### src/rtl/serial_subtractor_ctrl.sv
// -----------------------------------------------------------------------------
// serial_subtractor_ctrl
//
// Bit-serial WIDTH-bit subtractor. A single one-bit subtract cell (two half
// subtractors plus a borrow flip-flop) is stepped across the operands LSB
// first, one bit per clock, producing diff = a - b (mod 2^WIDTH) and the
// unsigned borrow-out. A start/done handshake frames each operation.
//
// Ports:
//   clk     in   1      rising-edge clock
//   rst     in   1      asynchronous, active-high reset
//   start   in   1      request, sampled only while idle
//   a       in   WIDTH  minuend, captured when start is accepted
//   b       in   WIDTH  subtrahend, captured when start is accepted
//   busy    out  1      high while bits are being processed
//   done    out  1      one-cycle pulse, diff/borrow just updated
//   diff    out  WIDTH  registered result a - b
//   borrow  out  1      registered borrow-out (a < b unsigned)
//
// Build option:
//   SERIAL_SUB_SATURATE_EN  when defined, an underflowing result is clamped
//                           to zero on diff; borrow still reports it.
//
// Timing: accept at edge 0, bits 0..WIDTH-1 at edges 1..WIDTH, done high
// after edge WIDTH, idle again after edge WIDTH+1.
// -----------------------------------------------------------------------------
module serial_subtractor_ctrl #(
    parameter int WIDTH = 8
) (
    input  logic             clk,
    input  logic             rst,
    input  logic             start,
    input  logic [WIDTH-1:0] a,
    input  logic [WIDTH-1:0] b,
    output logic             busy,
    output logic             done,
    output logic [WIDTH-1:0] diff,
    output logic             borrow
);

    localparam int             CNT_W    = (WIDTH > 1) ? $clog2(WIDTH) : 1;
    localparam logic [CNT_W-1:0] LAST_BIT = CNT_W'(WIDTH - 1);

    typedef enum logic [1:0] {
        IDLE  = 2'd0,
        SHIFT = 2'd1,
        DONE  = 2'd2
    } state_t;

    // ------------------------------------------------------------------
    // Registers
    // ------------------------------------------------------------------
    state_t           r_state;
    logic [WIDTH-1:0] r_sa;      // minuend shift register
    logic [WIDTH-1:0] r_sb;      // subtrahend shift register
    logic [WIDTH-1:0] r_sr;      // result shift register, filled from the MSB
    logic             r_br;      // running borrow between bit positions
    logic [CNT_W-1:0] r_cnt;     // index of the bit processed this cycle
    logic [WIDTH-1:0] r_diff;
    logic             r_borrow;
    logic             r_busy;
    logic             r_done;

    // ------------------------------------------------------------------
    // Combinational signals
    // ------------------------------------------------------------------
    state_t           w_next_state;
    logic             w_load;    // accept operands and clear the cell
    logic             w_step;    // process one bit
    logic             w_finish;  // last bit: publish the result
    logic             w_hs_x;    // first half-subtractor difference
    logic             w_d;       // difference bit of the full cell
    logic             w_br_next;
    logic [WIDTH-1:0] w_sr_next;
    logic [WIDTH-1:0] w_diff_next;

    // ------------------------------------------------------------------
    // FSM state register
    // ------------------------------------------------------------------
    // NOTE: every clocked process uses non-blocking assignments so all
    // flops sample the pre-edge values, independent of process ordering.
    always_ff @(posedge clk or posedge rst) begin
        if (rst) begin
            r_state <= IDLE;
        end else begin
            r_state <= w_next_state;
        end
    end

    // ------------------------------------------------------------------
    // FSM next-state and control decode
    // ------------------------------------------------------------------
    // NOTE: defaults are assigned first so every path drives every signal;
    // a missing assignment would otherwise infer a latch.
    always_comb begin
        w_next_state = r_state;
        w_load       = 1'b0;
        w_step       = 1'b0;
        w_finish     = 1'b0;

        unique case (r_state)
            IDLE: begin
                if (start) begin
                    w_load       = 1'b1;
                    w_next_state = SHIFT;
                end
            end

            SHIFT: begin
                // start is deliberately ignored here: no restart mid-operation
                w_step = 1'b1;
                if (r_cnt == LAST_BIT) begin
                    w_finish     = 1'b1;
                    w_next_state = DONE;
                end
            end

            DONE: begin
                w_next_state = IDLE;
            end

            default: begin
                w_next_state = IDLE;
            end
        endcase
    end

    // ------------------------------------------------------------------
    // One-bit subtract cell: a - b - borrow_in on the current LSBs
    // ------------------------------------------------------------------
    always_comb begin
        w_hs_x    = r_sa[0] ^ r_sb[0];
        w_d       = w_hs_x ^ r_br;
        // Borrow out when the minuend bit is 0 against a 1, or the bits are
        // equal and a borrow is already pending.
        w_br_next = (~r_sa[0] & r_sb[0]) | (~w_hs_x & r_br);
        w_sr_next = {w_d, r_sr[WIDTH-1:1]};
    end

    // Result presented at the SHIFT->DONE edge. After WIDTH shifts bit 0 has
    // travelled from the MSB down to position 0, so w_sr_next is aligned.
`ifdef SERIAL_SUB_SATURATE_EN
    always_comb begin
        w_diff_next = w_br_next ? '0 : w_sr_next;
    end
`else
    always_comb begin
        w_diff_next = w_sr_next;
    end
`endif

    // ------------------------------------------------------------------
    // Datapath registers
    // ------------------------------------------------------------------
    always_ff @(posedge clk or posedge rst) begin
        if (rst) begin
            r_sa  <= '0;
            r_sb  <= '0;
            r_sr  <= '0;
            r_br  <= 1'b0;
            r_cnt <= '0;
        end else if (w_load) begin
            r_sa  <= a;
            r_sb  <= b;
            r_sr  <= '0;
            r_br  <= 1'b0;
            r_cnt <= '0;
        end else if (w_step) begin
            r_sa  <= r_sa >> 1;
            r_sb  <= r_sb >> 1;
            r_sr  <= w_sr_next;
            r_br  <= w_br_next;
            // Wraps past LAST_BIT on the final step; reloaded on next start.
            r_cnt <= r_cnt + CNT_W'(1);
        end
    end

    // ------------------------------------------------------------------
    // Output registers: result holds until the next completed operation
    // ------------------------------------------------------------------
    always_ff @(posedge clk or posedge rst) begin
        if (rst) begin
            r_diff   <= '0;
            r_borrow <= 1'b0;
        end else if (w_finish) begin
            r_diff   <= w_diff_next;
            r_borrow <= w_br_next;
        end
    end

    // busy/done are registered from the next state so they line up with
    // r_state without a decode path after the flops.
    always_ff @(posedge clk or posedge rst) begin
        if (rst) begin
            r_busy <= 1'b0;
            r_done <= 1'b0;
        end else begin
            r_busy <= (w_next_state == SHIFT);
            r_done <= (w_next_state == DONE);
        end
    end

    assign busy   = r_busy;
    assign done   = r_done;
    assign diff   = r_diff;
    assign borrow = r_borrow;

endmodule

### config.mk
export PLATFORM = sky130hd
export DESIGN_NAME = serial_subtractor_ctrl
export DESIGN_NICKNAME = d
export VERILOG_FILES = /design/src/rtl/serial_subtractor_ctrl.sv
export SDC_FILE = /design/constraint.sdc
export NUM_CORES = 1
export LEC_CHECK = 0
export ABC_AREA = 1
export CAP_MARGIN = 40
export CORE_MARGIN = 1.5
export CORE_UTILIZATION = 55
export CTS_CLUSTER_SIZE = 30
export DETAILED_ROUTE_END_ITERATION = 10
export HOLD_SLACK_MARGIN = 0.15
export PLACE_DENSITY = 0.94
export SLEW_MARGIN = 0
export SYNTH_ARGS = -nofsm -noshare
export SYNTH_HDL_FRONTEND = slang
export SYNTH_SLANG_ARGS = --single-unit
### constraint.sdc
create_clock -name clk -period 2.5 [get_ports clk]
set_input_delay 0.5 -clock clk [delete_from_list [all_inputs] [get_ports clk]]
set_output_delay 0.5 -clock clk [all_outputs]
set_load 0.03 [all_outputs]
==> results of run 1 <==
-- flip-flops by register name (all words and copies together) (netlist names) --
register	cells
diff	8
r_sa	8
r_sb	8
r_sr	7
r_cnt	3
r_state	2
borrow	1
busy	1
done	1
r_br	1
-- area by class of cell --
class                      instances  area [sq um]  area share (%)
clock buffer                       8          58.8            2.84
inverter                           7          26.3            1.27
multi-input combinational        134           623            30.1
sequential                        40          1000            48.3
tap                               33          41.3            1.99
timing repair buffer              33           320            15.5
-- power breakdown --
group / internal (W) / total (W) / switching (W) / leakage, nW
Combinational: 0.000387 / 0.00101 / 0.000628 / 0.491
Sequential: 0.000912 / 0.00108 / 0.000166 / 0.511
Clock: 0.000139 / 0.000331 / 0.000192 / 0.0326
Total: 0.00144 / 0.00242 / 0.000986 / 1.03
-- through the flow --
stage          cells  setup WS [ns]  total power (W)
4_1_cts          255          0.611          0.00243
2_1_floorplan    191           1.08          0.00177
3_3_place_gp     247          0.756          0.00204
5_1_grt          255          0.564          0.00261
6_report         255          0.624          0.00242
3_5_place_dp     247          0.701          0.00209
-- layer usage --
layer	GRT usage [%]	up-vias	wire length, um
li1	-	685	-
met3	4.84	4	147
met1	30.9	666	1490
met4	9.74	0	31
met5	0	-	0
met2	37.7	33	1700
-- layout by cell type, fill, tap and decap left out --
cell             Yosys  layout
inv_1                7       7
clkbuf_8             0       1
clkbuf_4             0       5
clkbuf_1             1       2
nor2_4               1       1
ha_1                 2       2
fa_1                 1       1
nor2_2               1       1
nand2_1             66      66
buf_4                2       4
nand3_1             55      55
dfrtp_1             40      40
nand2_2              1       1
o21ai_0              4       4
clkdlybuf4s50_1      0      29
nor2_1               3       3
-- path summary, 6_finish.rpt --
| kind | startpoint | end | slack, ns | depth (start not counted) |
|---|---|---|---|---|
| worst min register to register | diff[1]$_DFFE_PP0P_ | diff[1]$_DFFE_PP0P_ | 0.49 | 2 |
| max in group asynchronous | rst | r_cnt[2]$_DFFE_PP0P_ | 1.60 | 3 |
| worst max register to register | r_state[0]$_DFF_PP0_ | diff[7]$_DFFE_PP0P_ | 0.92 | 5 |
| worst min-delay path | diff[1]$_DFFE_PP0P_ | diff[1]$_DFFE_PP0P_ | 0.49 | 2 |
| worst max-delay path | diff[6]$_DFFE_PP0P_ | diff[6] | 0.62 | 1 |
| min in group asynchronous | rst | r_sb[2]$_DFFE_PP0P_ | 0.57 | 3 |
-- cell families after synthesis --
| logic type | Yosys count | synth area share [%] |
|---|---|---|
| AO/OA/AOI/OAI | 4 | 1.17 |
| adder cells (fa/ha/maj) | 3 | 2.64 |
| buffers and inverters | 17 | 4.70 |
| flip-flops | 40 | 58.7 |
| AND/OR/NAND/NOR | 127 | 32.7 |
==> results.md, run 1 <==
* Die W at 58.7 um
* Crit path DAT at 1.38 ns
* Count leader, synth: nand2_1
* Worst skew pair latency at 0.33 ns
* Tmin final at 1.88 ns
* GRT Overall Usage at 23.3%
* Area grow syn2layout at 21.5%
* Cell Rows at 20
* Core area at 3000 sq um
* Slowest CP cell: clkdlybuf4s50_1
* Yosys top cell area share at 58.7%
* Cts hold-fix bufs at 0
* TritonCTS Buffers at 5
* Max VDD drop at 0.577 mV
* Vias in the first global route at 1,328
* Placed cell area at 2010 sq um
* # setup viols final at 0
* IO Pins at 30
* Initial DRC Count at 51
* Final Wtd Congestion at 0.743
* Final hold vios at 0
* RSZ-0062 raised after global routing: no
* Delay-heaviest family, CP: buffers and inverters
* Critical Path Max Stage Delay at 0.68 ns
* Chip Height at 58.7 um
* WP data required at 2.00 ns
* Most frequent cells after synthesis: 66 x nand2_1, 55 x nand3_1, 40 x dfrtp_1, 7 x buf_2, 7 x inv_1
* Cts repair resizes at 0
* Relative slew margins at 47.5%
* Buffers and inverters on the worst path at 1
* Area leader, netlist: dfrtp_1
* Synth area leaders: dfrtp_1 59%, nand3_1 16%, nand2_1 15%
* Syn_nets at 213
* Final Max Slew Viols at 0
* Clk slew on worst S/H paths at 0.11 ns
* Pwr Density at 1170 nW/um^2
* Via count at 1,388
* FFs w/ async S/R, synth at 100%
* Global-route wire length before repair at 5.97 mm
* ANT nets after route at 0
* CTS tree: done
* Fmax at 533 MHz
* Remaining global-route overflow at 0
* Fin util at 69.0%
* Post-synthesis cell type count at 14
* Share of layout cells above drive strength 1 at 5.86%
* Root Driver: clkbuf_4
* Number of flops mapped to enable cells by yosys at 0
* Sequential element share of the synthesized area at 58.7%
* Drt total wl at 3.37 mm
* Crit path max fanout at 2
* HPWL after DPL at 2.19 mm
* Final net count at 243
* Period utilization at 75.0%
* Vias/cell at 5.44
* Largest net degree at the start of global routing at 41
* Worst Skew at 0.00448 ns
* Total negative slack at 0 ns
* Initial antenna violation count at 0
* PortBufs at 29
* Drt drc at 0
* Routed wire per std cell at 13.2 um
* Initial DRT Pass Iterations at 4
* Worst Setup End Kind: output pin
* Synthesized area at 1700 sq um
* Static Leakage at 1.03 nW
* Class of the worst hold path: reg2reg
* Synth Instances at 191
* Fillers at 222
* Clock Tree Buf Depth at 2
* Total number of H-tree levels at 2
* Final instance area at 2070 sq um
* Initial Util at 56.7%
* Mean post-synth cell area at 8.92 sq um
* Post-CTS setup buffers at 0
* Num Clock Sinks at 40
* Diodes inserted at 0
* Startpoint Class: register
* Commonest register cell after synthesis: dfrtp_1
* MaxCap Viol Count at 0
* Die area at 3440 sq um
* Worst-path cell chain: clkdlybuf4s50_1
* Slew @ Worst Pin at 0.785 ns
* Status: complete, no violations
* CP Class: reg2out
* Ys Warns at 0
* Synthesized flop and latch total at 40
* Hold slack at 0.488 ns
Power figures use the tool's default switching activity.
==> run 2: changes to the inputs <==
--- a/config.mk
+++ b/config.mk
@@ -8,11 +8,11 @@
 export ABC_AREA = 1
 export CAP_MARGIN = 40
 export CORE_MARGIN = 1.5
-export CORE_UTILIZATION = 55
+export CORE_UTILIZATION = 51
 export CTS_CLUSTER_SIZE = 30
 export DETAILED_ROUTE_END_ITERATION = 10
 export HOLD_SLACK_MARGIN = 0.15
-export PLACE_DENSITY = 0.94
+export PLACE_DENSITY = 0.89
 export SLEW_MARGIN = 0
 export SYNTH_ARGS = -nofsm -noshare
 export SYNTH_HDL_FRONTEND = slang
==> constraint.sdc (replaced) <==
create_clock -name clk -period 1.96 [get_ports clk]
set_input_delay 0.392 -clock clk [delete_from_list [all_inputs] [get_ports clk]]
set_output_delay 0.392 -clock clk [all_outputs]
set_load 0.03 [all_outputs]
==> run 2 against run 1 <==
  * Combinational power up 32%
  * Critical path depth stayed put
  * Largest cell class unchanged
  * Global-route usage down 1.1 points
  * Count of clock-buffer cells in the layout down 1
  * Largest power group unchanged
  * Sequential share of layout area is 1.6 points lower
==> results.md, run 2 (same netlist as run 1, synthesis figures left out) <==
* Status: complete, no violations
* Core area at 3100 sq um
* Post-route setup slack at 0.172 ns
* Switching share of power at 38.7%
* Worst Skew at 0.00863 ns
* Slowest CP cell: clkdlybuf4s50_1
* Cts hold-fix bufs at 0
* Post-CTS setup buffers at 0
* Internal at 0.00203 W
* Vias in the first global route at 1,378
* Area grow syn2layout at 25.8%
* Class of the worst hold path: in2async
* Hold slack at 0.434 ns
* PortBufs at 29
* P_sw at 0.00128 W
* Initial Util at 54.9%
* Total number of H-tree levels at 2
* Cts repair resizes at 0
* Max VDD drop at 0.730 mV
* IO Pins at 30
* Crit path DAT at 1.40 ns
* Reg2reg setup slack at 0.50 ns
* Pre-CTS setup slack at 0.343 ns
* CP Class: reg2out
* CTS tree: done
* TritonCTS Buffers at 5
* Final instance area at 2140 sq um
* Vias/cell at 5.35
* Initial antenna violation count at 0
* Sequential Power Share at 41.5%
* Period utilization at 91.2%
* Static Leakage at 1.07 nW
* GRT Overall Usage at 22.2%
* Pwr Density at 1540 nW/um^2
* Final hold vios at 0
* Reg2reg end: diff[2]$_DFFE_PP0P_
* Buffers and inverters on the worst path at 1
* Total negative slack at 0 ns
* Final Max Slew Viols at 0
* Initial DRT Pass Iterations at 4
* Delay-heaviest family, CP: buffers and inverters
* RSZ-0062 raised after global routing: no
* Fmax at 559 MHz
* Start of the worst register-to-register path: r_cnt[0]$_DFFE_PP0P_
* Diodes inserted at 0
* Clock Tree Buf Depth at 2
* Routed wire per std cell at 13.1 um
* Die W at 60.8 um
* Final Wtd Congestion at 0.817
* Clk slew on worst S/H paths at 0.12 ns
* Die area at 3700 sq um
* Startpoint Class: register
* Clock power frac at 18.3%
* Relative slew margins at 67.2%
* Worst Setup End Kind: output pin
* DP Cell Count at 261
* Cell Rows at 20
* Crit path max fanout at 2
* WP data required at 1.57 ns
* Drt total wl at 3.53 mm
* Number of cells on the worst reg-to-reg path at 6
* Critical Path Max Stage Delay at 0.68 ns
* Fillers at 241
* # setup viols final at 0
* Final net count at 246
* Remaining global-route overflow at 0
* Non-Filler Instances at 269
* Largest net degree at the start of global routing at 41
* Combinational share of power at 40.3%
* Root Driver: clkbuf_4
* HPWL after DPL at 2.25 mm
* Initial DRC Count at 85
* Share of layout cells above drive strength 1 at 8.00%
* Chip Height at 60.8 um
* Slew @ Worst Pin at 0.492 ns
* Worst-path cell chain: clkdlybuf4s50_1
* Most common cell after layout, fill and taps aside: nand2_1
* MaxCap Viol Count at 0
* Worst skew pair latency at 0.35 ns
* Global-route wire length before repair at 5.95 mm
* Most frequent cells in the layout: 66 x nand2_1, 55 x nand3_1, 40 x dfrtp_1, 29 x clkdlybuf4s50_1
* Placed cell area at 2050 sq um
* ANT nets after route at 0
* Num Clock Sinks at 40
* Drt drc at 0
* Tmin final at 1.79 ns
* Via count at 1,440
-- run 2: cell types whose count changed in the layout (fill, tap and decap cells not counted), sizes merged --
| cell | change |
|---|---|
| buf | +3 |
| bufinv | +1 |
| clkbuf | -1 |
-- run 2: worst reg2reg max path, stage by stage (launching register included) --
cell	delay (ns)
dfrtp_1	0.40
ha_1	0.18
ha_1	0.18
inv_1	0.08
nor2_2	0.38
nand2_1	0.11
nand2_1	0.07
-- run 2: worst max-delay path by stage --
stage                              from                   to  cells after the start
global route        diff[5]$_DFFE_PP0P_              diff[5]                      1
floorplan                           rst   borrow$_DFFE_PP0P_                      1
finish              diff[7]$_DFFE_PP0P_              diff[7]                      1
global placement                  start  r_sa[7]$_DFFE_PP0P_                      6
CTS                 diff[7]$_DFFE_PP0P_              diff[7]                      1
detailed placement                start  r_sa[7]$_DFFE_PP0P_                      6
-- run 2: power by group through the flow --
| stage | registers [W] | logic [W] | clock network [W] |
|---|---|---|---|
| 2_1_floorplan | 0.00154 | 0.000710 | 0 |
| 3_3_place_gp | 0.00138 | 0.00128 | 0 |
| 3_5_place_dp | 0.00138 | 0.00131 | 0 |
| 4_1_cts | 0.00137 | 0.00134 | 0.000610 |
| 5_1_grt | 0.00141 | 0.00148 | 0.000648 |
| 6_report | 0.00137 | 0.00133 | 0.000605 |
-- run 2: cell type report --
type	instances	area [sq um]	share of cell area (%)
clock buffers	7	65.1	3.04
flip-flops and latches	40	1000	46.7
repair buffers	36	343	16.0
well taps	44	55.1	2.57
clock inverters	1	30.0	1.40
multi-input cells	134	623	29.1
inverters	7	26.3	1.23
-- run 2: stage by stage --
| stage | util, % | total power (W) |
|---|---|---|
| 2_1_floorplan | - | 0.00225 |
| 3_3_place_gp | 66.0 | 0.00266 |
| 3_5_place_dp | 66.0 | 0.00270 |
| 4_1_cts | 69.1 | 0.00332 |
| 5_1_grt | 69.1 | 0.00354 |
| 6_report | 69.1 | 0.00331 |
-- run 2: metal layers --
layer	part of all wire [%]	track usage, %	up-vias
met5	0	0	-
met4	2.0	9.63	0
met3	4.4	5.97	8
met2	48	35.5	40
met1	45	28.6	707
li1	-	-	685
==> run 3: changes to the inputs <==
--- a/config.mk
+++ b/config.mk
@@ -11,6 +11,7 @@
 export CORE_UTILIZATION = 51
 export CTS_CLUSTER_SIZE = 30
 export DETAILED_ROUTE_END_ITERATION = 10
+export GPL_ROUTABILITY_DRIVEN = 1
 export HOLD_SLACK_MARGIN = 0.15
 export PLACE_DENSITY = 0.89
 export SLEW_MARGIN = 0
==> results of run 3 <==
The final DEF is identical to that of run 2; final timing and power are the same.
